File: src/rtl/core_mem_pkg.sv
`default_nettype none
// ============================================================================
//  Module      : core_mem_pkg
//  Description : Shared definitions for the core memory port: arbiter state
//                encoding, transaction owner, fetch byte-enable pattern and
//                the instruction size used by the fetch stage.
//  Revision    : 1.0 - initial release
// ============================================================================
package core_mem_pkg;

    // Instruction word size in bytes, shared with the fetch stage.
    localparam int INSTRUCTION_BYTESIZE = 4;

    // Fetches always read a full aligned word.
    localparam logic [3:0] FETCH_BE = 4'hF;

    // Arbiter state encoding (kept as plain constants for legacy tooling).
    localparam logic [1:0] IDLE = 2'd0;   // no transaction
    localparam logic [1:0] REQ  = 2'd1;   // request on the bus, awaiting grant
    localparam logic [1:0] WAIT = 2'd2;   // granted, awaiting response

    // Which port owns the transaction currently in flight.
    typedef enum logic {
        OWN_IF = 1'b0,
        OWN_LS = 1'b1
    } owner_e;

endpackage : core_mem_pkg
`default_nettype wire

File: src/rtl/starve_counter.sv
`default_nettype none
// ============================================================================
//  Module      : starve_counter
//  Description : Saturating counter of consecutive load/store grants taken
//                while fetch is waiting. at_limit tells the arbiter that
//                fetch must win the next arbitration.
//  Revision    : 1.0 - initial release
//
//  Ports
//    clk       in   clock, rising edge
//    rst       in   asynchronous reset, active-low
//    inc       in   count one more load/store grant (saturates at limit)
//    clr       in   clear the count (has priority over inc)
//    at_limit  out  count equals STARVE_LIMIT
// ============================================================================
module starve_counter #(
    parameter int STARVE_LIMIT = 4
) (
    input  logic clk,
    input  logic rst,
    input  logic inc,
    input  logic clr,
    output logic at_limit
);

    localparam int CNT_W = (STARVE_LIMIT < 1) ? 1 : $clog2(STARVE_LIMIT + 1);

    logic [CNT_W-1:0] count;

    assign at_limit = (count == CNT_W'(STARVE_LIMIT));

    always_ff @(posedge clk or negedge rst) begin
        if (!rst) begin
            count <= '0;
        end else if (clr) begin
            count <= '0;
        end else if (inc && !at_limit) begin
            count <= count + CNT_W'(1);
        end
    end

endmodule : starve_counter
`default_nettype wire

File: src/rtl/mem_port_arbiter.sv
`default_nettype none
// ============================================================================
//  Module      : mem_port_arbiter
//  Description : Shares one single-port, variable-latency memory between the
//                instruction fetch path and the load/store path. One
//                transaction in flight at a time; load/store has priority,
//                bounded by a starvation limit that protects fetch. Fetch
//                responses made obsolete by a redirect are discarded, and a
//                transaction without a response is aborted after TIMEOUT
//                wait cycles.
//  Revision    : 1.0 - initial release
//
//  Ports
//    clk, rst                    clock (rising edge), async active-low reset
//    if_req_i/if_addr_i          fetch request, held until if_valid_o
//    if_kill_i                   redirect, cancels pending/in-flight fetch
//    if_rdata_o/if_valid_o       fetch response
//    if_stall_o                  StallF
//    ls_req_i/ls_we_i/ls_be_i/
//    ls_addr_i/ls_wdata_i        load/store request, held until ls_valid_o
//    ls_rdata_o/ls_valid_o       load/store completion
//    ls_stall_o                  memory-stage stall
//    err_o                       one-cycle pulse on timeout
//    mem_req_o/we/be/addr/wdata  registered bus request
//    mem_gnt_i/mem_rvalid_i/
//    mem_rdata_i                 bus grant and response
// ============================================================================
module mem_port_arbiter
    import core_mem_pkg::*;
#(
    parameter int STARVE_LIMIT = 4,
    parameter int TIMEOUT      = 255
) (
    input  logic        clk,
    input  logic        rst,

    input  logic        if_req_i,
    input  logic [31:0] if_addr_i,
    input  logic        if_kill_i,
    output logic [31:0] if_rdata_o,
    output logic        if_valid_o,
    output logic        if_stall_o,

    input  logic        ls_req_i,
    input  logic        ls_we_i,
    input  logic [3:0]  ls_be_i,
    input  logic [31:0] ls_addr_i,
    input  logic [31:0] ls_wdata_i,
    output logic [31:0] ls_rdata_o,
    output logic        ls_valid_o,
    output logic        ls_stall_o,

    output logic        err_o,

    output logic        mem_req_o,
    output logic        mem_we_o,
    output logic [3:0]  mem_be_o,
    output logic [31:0] mem_addr_o,
    output logic [31:0] mem_wdata_o,
    input  logic        mem_gnt_i,
    input  logic        mem_rvalid_i,
    input  logic [31:0] mem_rdata_i
);

    localparam int TO_W = $clog2(TIMEOUT + 1);

    logic [1:0]      state;
    owner_e          owner;
    logic            drop;
    logic [TO_W-1:0] to_cnt;

    logic in_idle;
    logic in_wait;
    logic timed_out;
    logic finish;
    logic if_eligible;
    logic at_limit;
    logic grant_if;
    logic grant_ls;

    assign in_idle = (state == IDLE);
    assign in_wait = (state == WAIT);

    // to_cnt is loaded with 1 on grant, so it equals the WAIT cycle number.
    assign timed_out = in_wait && (to_cnt == TO_W'(TIMEOUT));
    assign finish    = in_wait && (mem_rvalid_i || timed_out);

    // A fetch being redirected this cycle is not allowed to win arbitration.
    assign if_eligible = if_req_i && !if_kill_i;

    // Load/store wins unless fetch has been passed over STARVE_LIMIT times.
    assign grant_ls = in_idle && ls_req_i && !(if_eligible && at_limit);
    assign grant_if = in_idle && if_eligible && !(ls_req_i && !at_limit);

    starve_counter #(
        .STARVE_LIMIT (STARVE_LIMIT)
    ) u_starve_counter (
        .clk      (clk),
        .rst      (rst),
        .inc      (grant_ls && if_req_i),
        .clr      (grant_if || !if_req_i),
        .at_limit (at_limit)
    );

    always_ff @(posedge clk or negedge rst) begin
        if (!rst) begin
            state       <= IDLE;
            owner       <= OWN_IF;
            drop        <= 1'b0;
            to_cnt      <= '0;
            mem_req_o   <= 1'b0;
            mem_we_o    <= 1'b0;
            mem_be_o    <= 4'h0;
            mem_addr_o  <= 32'h0;
            mem_wdata_o <= 32'h0;
        end else begin
            case (state)
                IDLE: begin
                    drop   <= 1'b0;
                    to_cnt <= '0;
                    if (grant_ls) begin
                        owner       <= OWN_LS;
                        mem_req_o   <= 1'b1;
                        mem_we_o    <= ls_we_i;
                        mem_be_o    <= ls_be_i;
                        mem_addr_o  <= ls_addr_i;
                        mem_wdata_o <= ls_wdata_i;
                        state       <= REQ;
                    end else if (grant_if) begin
                        owner       <= OWN_IF;
                        mem_req_o   <= 1'b1;
                        mem_we_o    <= 1'b0;
                        mem_be_o    <= FETCH_BE;
                        mem_addr_o  <= if_addr_i;
                        mem_wdata_o <= 32'h0;
                        state       <= REQ;
                    end
                end

                REQ: begin
                    if (if_kill_i && (owner == OWN_IF)) begin
                        drop <= 1'b1;
                    end
                    // The bus fields hold until the grant; the request is never withdrawn.
                    if (mem_gnt_i) begin
                        mem_req_o <= 1'b0;
                        to_cnt    <= TO_W'(1);
                        state     <= WAIT;
                    end
                end

                WAIT: begin
                    if (if_kill_i && (owner == OWN_IF)) begin
                        drop <= 1'b1;
                    end
                    if (finish) begin
                        drop   <= 1'b0;
                        to_cnt <= '0;
                        state  <= IDLE;
                    end else begin
                        to_cnt <= to_cnt + TO_W'(1);
                    end
                end

                default: begin
                    state <= IDLE;
                end
            endcase
        end
    end

    // A kill arriving together with the response suppresses it as well.
    assign if_valid_o = finish && (owner == OWN_IF) && !drop && !if_kill_i;
    assign ls_valid_o = finish && (owner == OWN_LS);

    // Timeout completions deliver zero data; a real response takes precedence.
    assign if_rdata_o = (if_valid_o && mem_rvalid_i) ? mem_rdata_i : 32'h0;
    assign ls_rdata_o = (ls_valid_o && mem_rvalid_i) ? mem_rdata_i : 32'h0;

    assign err_o = timed_out && !mem_rvalid_i;

    assign if_stall_o = if_req_i & ~if_valid_o;
    assign ls_stall_o = ls_req_i & ~ls_valid_o;

endmodule : mem_port_arbiter
`default_nettype wire
File: config.mk
export PLATFORM = sky130hd
export DESIGN_NAME = mem_port_arbiter
export DESIGN_NICKNAME = d
export VERILOG_FILES = /design/src/rtl/core_mem_pkg.sv /design/src/rtl/starve_counter.sv /design/src/rtl/mem_port_arbiter.sv
export SDC_FILE = /design/constraint.sdc
export NUM_CORES = 1
export LEC_CHECK = 0
export BUFFER_PORTS_ARGS = -buffer_cell sky130_fd_sc_hd__buf_4
export CELL_PAD_IN_SITES_DETAIL_PLACEMENT = 0
export CELL_PAD_IN_SITES_GLOBAL_PLACEMENT = 1
export CORE_MARGIN = 2
export CORE_UTILIZATION = 29
export CTS_BUF_LIST = sky130_fd_sc_hd__clkbuf_8 sky130_fd_sc_hd__clkbuf_16
export DETAILED_ROUTE_END_ITERATION = 12
export PLACE_DENSITY = 0.78
export SLEW_MARGIN = 0
export SYNTH_ARGS = -nofsm -noshare
export SYNTH_HDL_FRONTEND = slang
export SYNTH_SLANG_ARGS = --single-unit
export TNS_END_PERCENT = 30
File: constraint.sdc
create_clock -name clk -period 2.6 [get_ports clk]
set_input_delay 0.52 -clock clk [delete_from_list [all_inputs] [get_ports clk]]
set_output_delay 0.52 -clock clk [all_outputs]
set_load 0.02 [all_outputs]
After elaboration in Yosys (flattened, before gate mapping)

Index checks and enable logic that the tools add are counted.

Input port bits: 140
Word-level logic and storage cells: 89
Output and inout port bits: 139
Register bits after elaboration: 85

Add/sub/neg operators: 2
Equality and inequality tests: 7
Reduce and logical (&&, ||, !) cells: 37
Muxes and demuxes: 28
Bitwise logic cells: 5

Operators by type and width:

| cell                  | number |
|---|---|
| $mux W32              | 6 |
| $pmux W8 S3           | 1 |
| $logic_and A1 B1 Y1   | 19 |
| $mux W8               | 2 |
| $add A8 B1 Y8 const B | 1 |
| $eq A8 B8 Y1 const B  | 1 |
| $mux W1               | 8 |
| $mux W2               | 4 |
| $mux W4               | 2 |
| $logic_not A1 Y1      | 7 |
| $mux W3               | 2 |
| $pmux W2 S3           | 1 |
| $reduce_and A3 Y1     | 2 |
| $reduce_bool A2 Y1    | 3 |
| $reduce_and A2 Y1     | 2 |
| $add A3 B1 Y3 const B | 1 |
| $eq A3 B3 Y1 const B  | 1 |
| $ne A3 B1 Y1 const B  | 1 |
| $not A1 Y1            | 3 |
| $pmux W1 S3           | 1 |
| $reduce_bool A3 Y1    | 1 |
| $and A1 B1 Y1         | 2 |
| $eq A2 B1 Y1 const B  | 1 |
| $eq A2 B2 Y1 const B  | 1 |
| 5 further kinds       | 6 |

Logic depth before layout (Yosys ltp)

Depth in word-level cells: 9
Mapped depth: 8
Mapped depth without buffers: 6

Modules after synthesis

From an unflattened synthesis, not the netlist that was laid out.

Cells, all modules: 402
Area, all modules: 4217.8 µm²

By module, submodules not included:

| module           | sequential area each (µm²) | area each (µm²) | cells each | instances |
|---|---|---|---|---|
| mem_port_arbiter | 2052.0                     | 4020.1          | 384        | 1 |
| starve_counter   | 75.1                       | 197.7           | 18         | 1 |

Worst setup path after synthesis

No wires, ideal clock.

Kind: flip-flop to output port
Start point: register state[0]
End point: output port if_rdata_o[10]
Arrival: 1726 ps
Data required time: 2080 ps
Path buffers: 1
Cell stages (with the launch flop): 6
Slack: 354 ps
Path through: dfrtp_1 -> inv_1 -> ha_1 -> nor4b_1 -> clkbuf_1 -> and3_1

Word-level cells in the longest chain between the ends: 9

Ends and longest elaborated chain:

| item                                  | RTL line                | text |
|---|---|---|
| start, declared                       | mem_port_arbiter.sv:67  | `logic [1:0] state;` |
| start signal, assigned                | mem_port_arbiter.sv:107 | `state <= IDLE;` |
| start signal, assigned                | mem_port_arbiter.sv:128 | `state <= REQ;` |
| start signal, assigned                | mem_port_arbiter.sv:136 | `state <= REQ;` |
| $eq A2 B2 Y1 (*)                      | mem_port_arbiter.sv:82  | `assign in_wait = (state == WAIT);` |
| $logic_and A1 B1 Y1                   | mem_port_arbiter.sv:85  | `assign timed_out = in_wait && (to_cnt == TO_W'(TIMEOUT));` |
| $logic_or A1 B1 Y1                    | mem_port_arbiter.sv:86  | `assign finish = in_wait && (mem_rvalid_i \|\| timed_out);` |
| $logic_and A1 B1 Y1 (*)               | mem_port_arbiter.sv:86  |  |
| $logic_and A1 B1 Y1 (*) (3 in series) | mem_port_arbiter.sv:173 | `assign if_valid_o = finish && (owner == OWN_IF) && !drop && !if_kill_i;` |
| $logic_and A1 B1 Y1 (*)               | mem_port_arbiter.sv:177 | `assign if_rdata_o = (if_valid_o && mem_rvalid_i) ? mem_rdata_i : 32'h0;` |
| $mux W32 (*)                          | mem_port_arbiter.sv:177 |  |
| end, declared                         | mem_port_arbiter.sv:40  | `output logic [31:0] if_rdata_o,` |

Every way passes the cells marked *; elsewhere a longest branch is shown, timed or not.

Final worst setup path

Start point: register state[0]
End point: output port if_rdata_o[2]

Same word-level chain as after synthesis.

==> reports/results.txt <==
Outcome: completed
Clock root cell: clkbuf_16
H-tree levels: 3
Async S/R FF share, synth: 100.0%
Flops & latches, synth: 85
Slew at the pin with the worst max-slew slack: 0.6775 ns
Die Y: 123.6 microns
IO Pins: 279
Cell Rows: 43
Clock buffer depth: 2
Syn Area/Cell: 9.529 sq um
Mapped Area: 4145 sq um
CTS tree: built
Vias/cell: 4.865
Unrepaired setup endpoints after global routing: false
Global-route wire length before repair: 21270 microns
Final Wtd Congestion: 0.8061
Hold Violations, Final: 0
Post-Place Cells: 868
Tcrit/Tclk final: 94.75%
Router iterations before antenna repair: 5
Worst-Skew Late Latency: 0.34 ns
Initial Utilization: 29.75%
Rel. slew slack: 54.83%
Total track usage: 17.98%
Power, Total: 7.100 mW
WP data required: 2.08 ns
Worst path cell trace: inv_2 > ha_4 > nor4b_4 > buf_2 > and3_1 > buf_4
Crit end category: output pin
Slew Limit Fails: 0
Slowest stage cell on the critical path: dfrtp_1
Share of layout cells above drive strength 1: 45.04%
Post-DP HPWL: 11080 microns
Drc violations: 0
Final instance area: 6795 sq um
Post-synth EDFFs: 0
CP max FO: 8
Pwr Density: 1045 nW/um^2
Post-CTS setup repair buffer count: 0
Total negative setup slack: 0 ns
Leak: 3.506 nW
Max Cap Violations: 0
Max IR drop VDD: 0.6434 mV
Via Count: 4310
Area delta synth->final: 63.93%
Max Clock Skew: 0.008798 ns
Kind of critical path: flip-flop to output pin
Vias in the first global route: 4192
Placed Area: 6431 sq um
Post-synthesis instance total: 435
Total Nets Final: 848
Antenna violations before repair: 0
Seq/Total Area, Yosys: 51.31%
Die ar.: 15270 sq um
Dominant synthesized flop cell: dfrtp_1
Die Span X: 123.6 microns
Synthesized Nets: 582
DR WL/cell: 16.32 microns
Synth cell types: 37
Initial DRC Count: 115
CP max stage delay: 0.41 ns
Minimum clock period: 2.464 ns
GRT overflow: 0
CP arrival: 1.94 ns
Routed WL: 14460 microns
Synthesis Warnings: 0
Non-Filler Instances: 886
Hold Crit Class: primary input to async pin
CORE AREA: 13930 sq um
Final-report setup violation count: 0
Number of buffers created by CTS: 9
Sink Count: 85
Antenna diode count: 0
Critical Path Start Type: flip-flop
Buf/Inv on CP: 3
Clk slew on worst S/H paths: 0.07 ns
Port bufs: 278
Top cell family by delay on the critical path: buffers and inverters
Achievable frequency: 405.9 MHz
Largest net degree at the start of global routing: 66
Remaining antenna violation count after routing: 0
Final core area utilization: 48.77%
[path summary, 6_finish.rpt]
check                                                  from                     endpoint  slack [ns]  cells after the start
min in group clk                             ls_wdata_i[14]  mem_wdata_o[14]$_DFFE_PN0P_        0.39                      2
worst min register to register  mem_wdata_o[16]$_DFFE_PN0P_  mem_wdata_o[16]$_DFFE_PN0P_        0.51                      1
worst min-delay path                                    rst    mem_addr_o[1]$_DFFE_PN0P_        0.17                      1
worst max-delay path                   state[0]$_DFFE_PN0P_                if_rdata_o[2]        0.14                      6
worst max register to register         state[1]$_DFFE_PN0P_   mem_addr_o[26]$_DFFE_PN0P_        0.51                      7
max in group asynchronous                               rst   mem_wdata_o[6]$_DFFE_PN0P_        1.77                      2
[cell usage in the layout (no fill, tap or decap), types with 2 or more instances in the layout]
master,Yosys,final
buf_4,0,285
dfrtp_1,85,85
nand2_1,73,73
nor2_1,44,44
and3_1,34,33
and2_1,33,33
a22o_1,33,33
a31oi_1,33,32
clkbuf_16,0,9
xnor2_1,7,7
ha_1,7,6
inv_1,5,4
nor3_1,4,4
o22a_1,4,4
nor2b_1,3,3
a21oi_1,3,3
nand3_1,3,3
o21ai_0,3,3
clkinvlp_4,0,3
nand4_2,2,2
o21ai_2,1,2
and2b_1,2,2
o22ai_1,2,2
nor3b_1,2,2
mux2i_1,2,2
nor4b_1,3,2
bufinv_16,0,2
clkinv_4,0,2
buf_12,0,2
[power breakdown]
part	internal, mW	leakage [nW]	switching (mW)	total, mW
clock network	0.844	0.148	0.530	1.37
registers	1.88	1.03	0.356	2.24
logic	1.53	2.33	1.95	3.49
total	4.26	3.51	2.84	7.10
[routing by layer]
| metal | part of all wire (%) | GRT usage (%) | vias up |
|---|---|---|---|
| met5 | 0 | 0 | - |
| met4 | 0.93 | 4.830 | 0 |
| met3 | 9.8 | 6.227 | 10 |
| met2 | 52 | 32.14 | 199 |
| met1 | 38 | 20.29 | 2060 |
| li1 | - | - | 2041 |
[cell usage after synthesis (all sizes together), types with 2 or more instances]
cell / number / area share [%]
nand3: 3 / 0.36
o21ai: 5 / 0.69
a31oi: 33 / 5.0
and3: 34 / 5.1
o21a: 2 / 0.36
nor2b: 3 / 0.45
dfrtp: 85 / 51
clkbuf: 20 / 1.8
mux2i: 2 / 0.48
nand4: 3 / 0.75
buf: 14 / 1.7
nor4b: 3 / 0.63
a22o: 33 / 7.0
inv: 5 / 0.45
xnor2: 7 / 1.5
o22ai: 2 / 0.30
and2: 33 / 5.0
nor3b: 2 / 0.36
nand2: 73 / 6.6
a21oi: 3 / 0.36
and2b: 2 / 0.36
o22a: 4 / 0.85
nor2: 44 / 4.0
nor3: 4 / 0.48
ha: 7 / 2.1
[through the flow]
step / setup slack, ns / hold WS, ns
finish: 0.1364 / 0.1692
global route: 0.01982 / 0.2006
CTS: 0.01385 / 0.1817
detailed placement: 0.3365 / 0.4936
global placement: 0.4117 / 0.4900
floorplan: 0.3536 / 0.2244
[cell type report]
class | count | area, sq um
tap | 180 | 225.2
inverter | 5 | 18.77
multi-input combinational | 311 | 1903
timing repair buffer | 289 | 2196
sequential | 85 | 2127
clock inverter | 7 | 100.1
clock buffer | 9 | 225.2
fill | 1299 | 7139
[what timing repair did]
item / in CTS / in global routing
gates resized for setup: 2 / 6
endpoints found under the hold margin: 0 / 0
cloned: 0 / 2
endpoints found under the setup margin: 9 / 56
hold buffers: 0 / 0
[cells by family after synthesis]
family	count (synthesis)	synth area share [%]
buf+inv	39	3.954
mux	3	0.8451
xor+xnor	8	1.690
flops	85	51.31
compound gates	86	15.33
simple gates	207	24.75
fa+ha+maj	7	2.113
[flip-flops by register name, indices dropped and copies added, names as in the netlist]
register,flops
drop,1
mem_addr_o,32
mem_be_o,4
mem_req_o,1
mem_wdata_o,32
mem_we_o,1
owner,1
state,2
to_cnt,8
u_starve_counter.count,3
No activity file was read; power rests on OpenSTA's default activity.
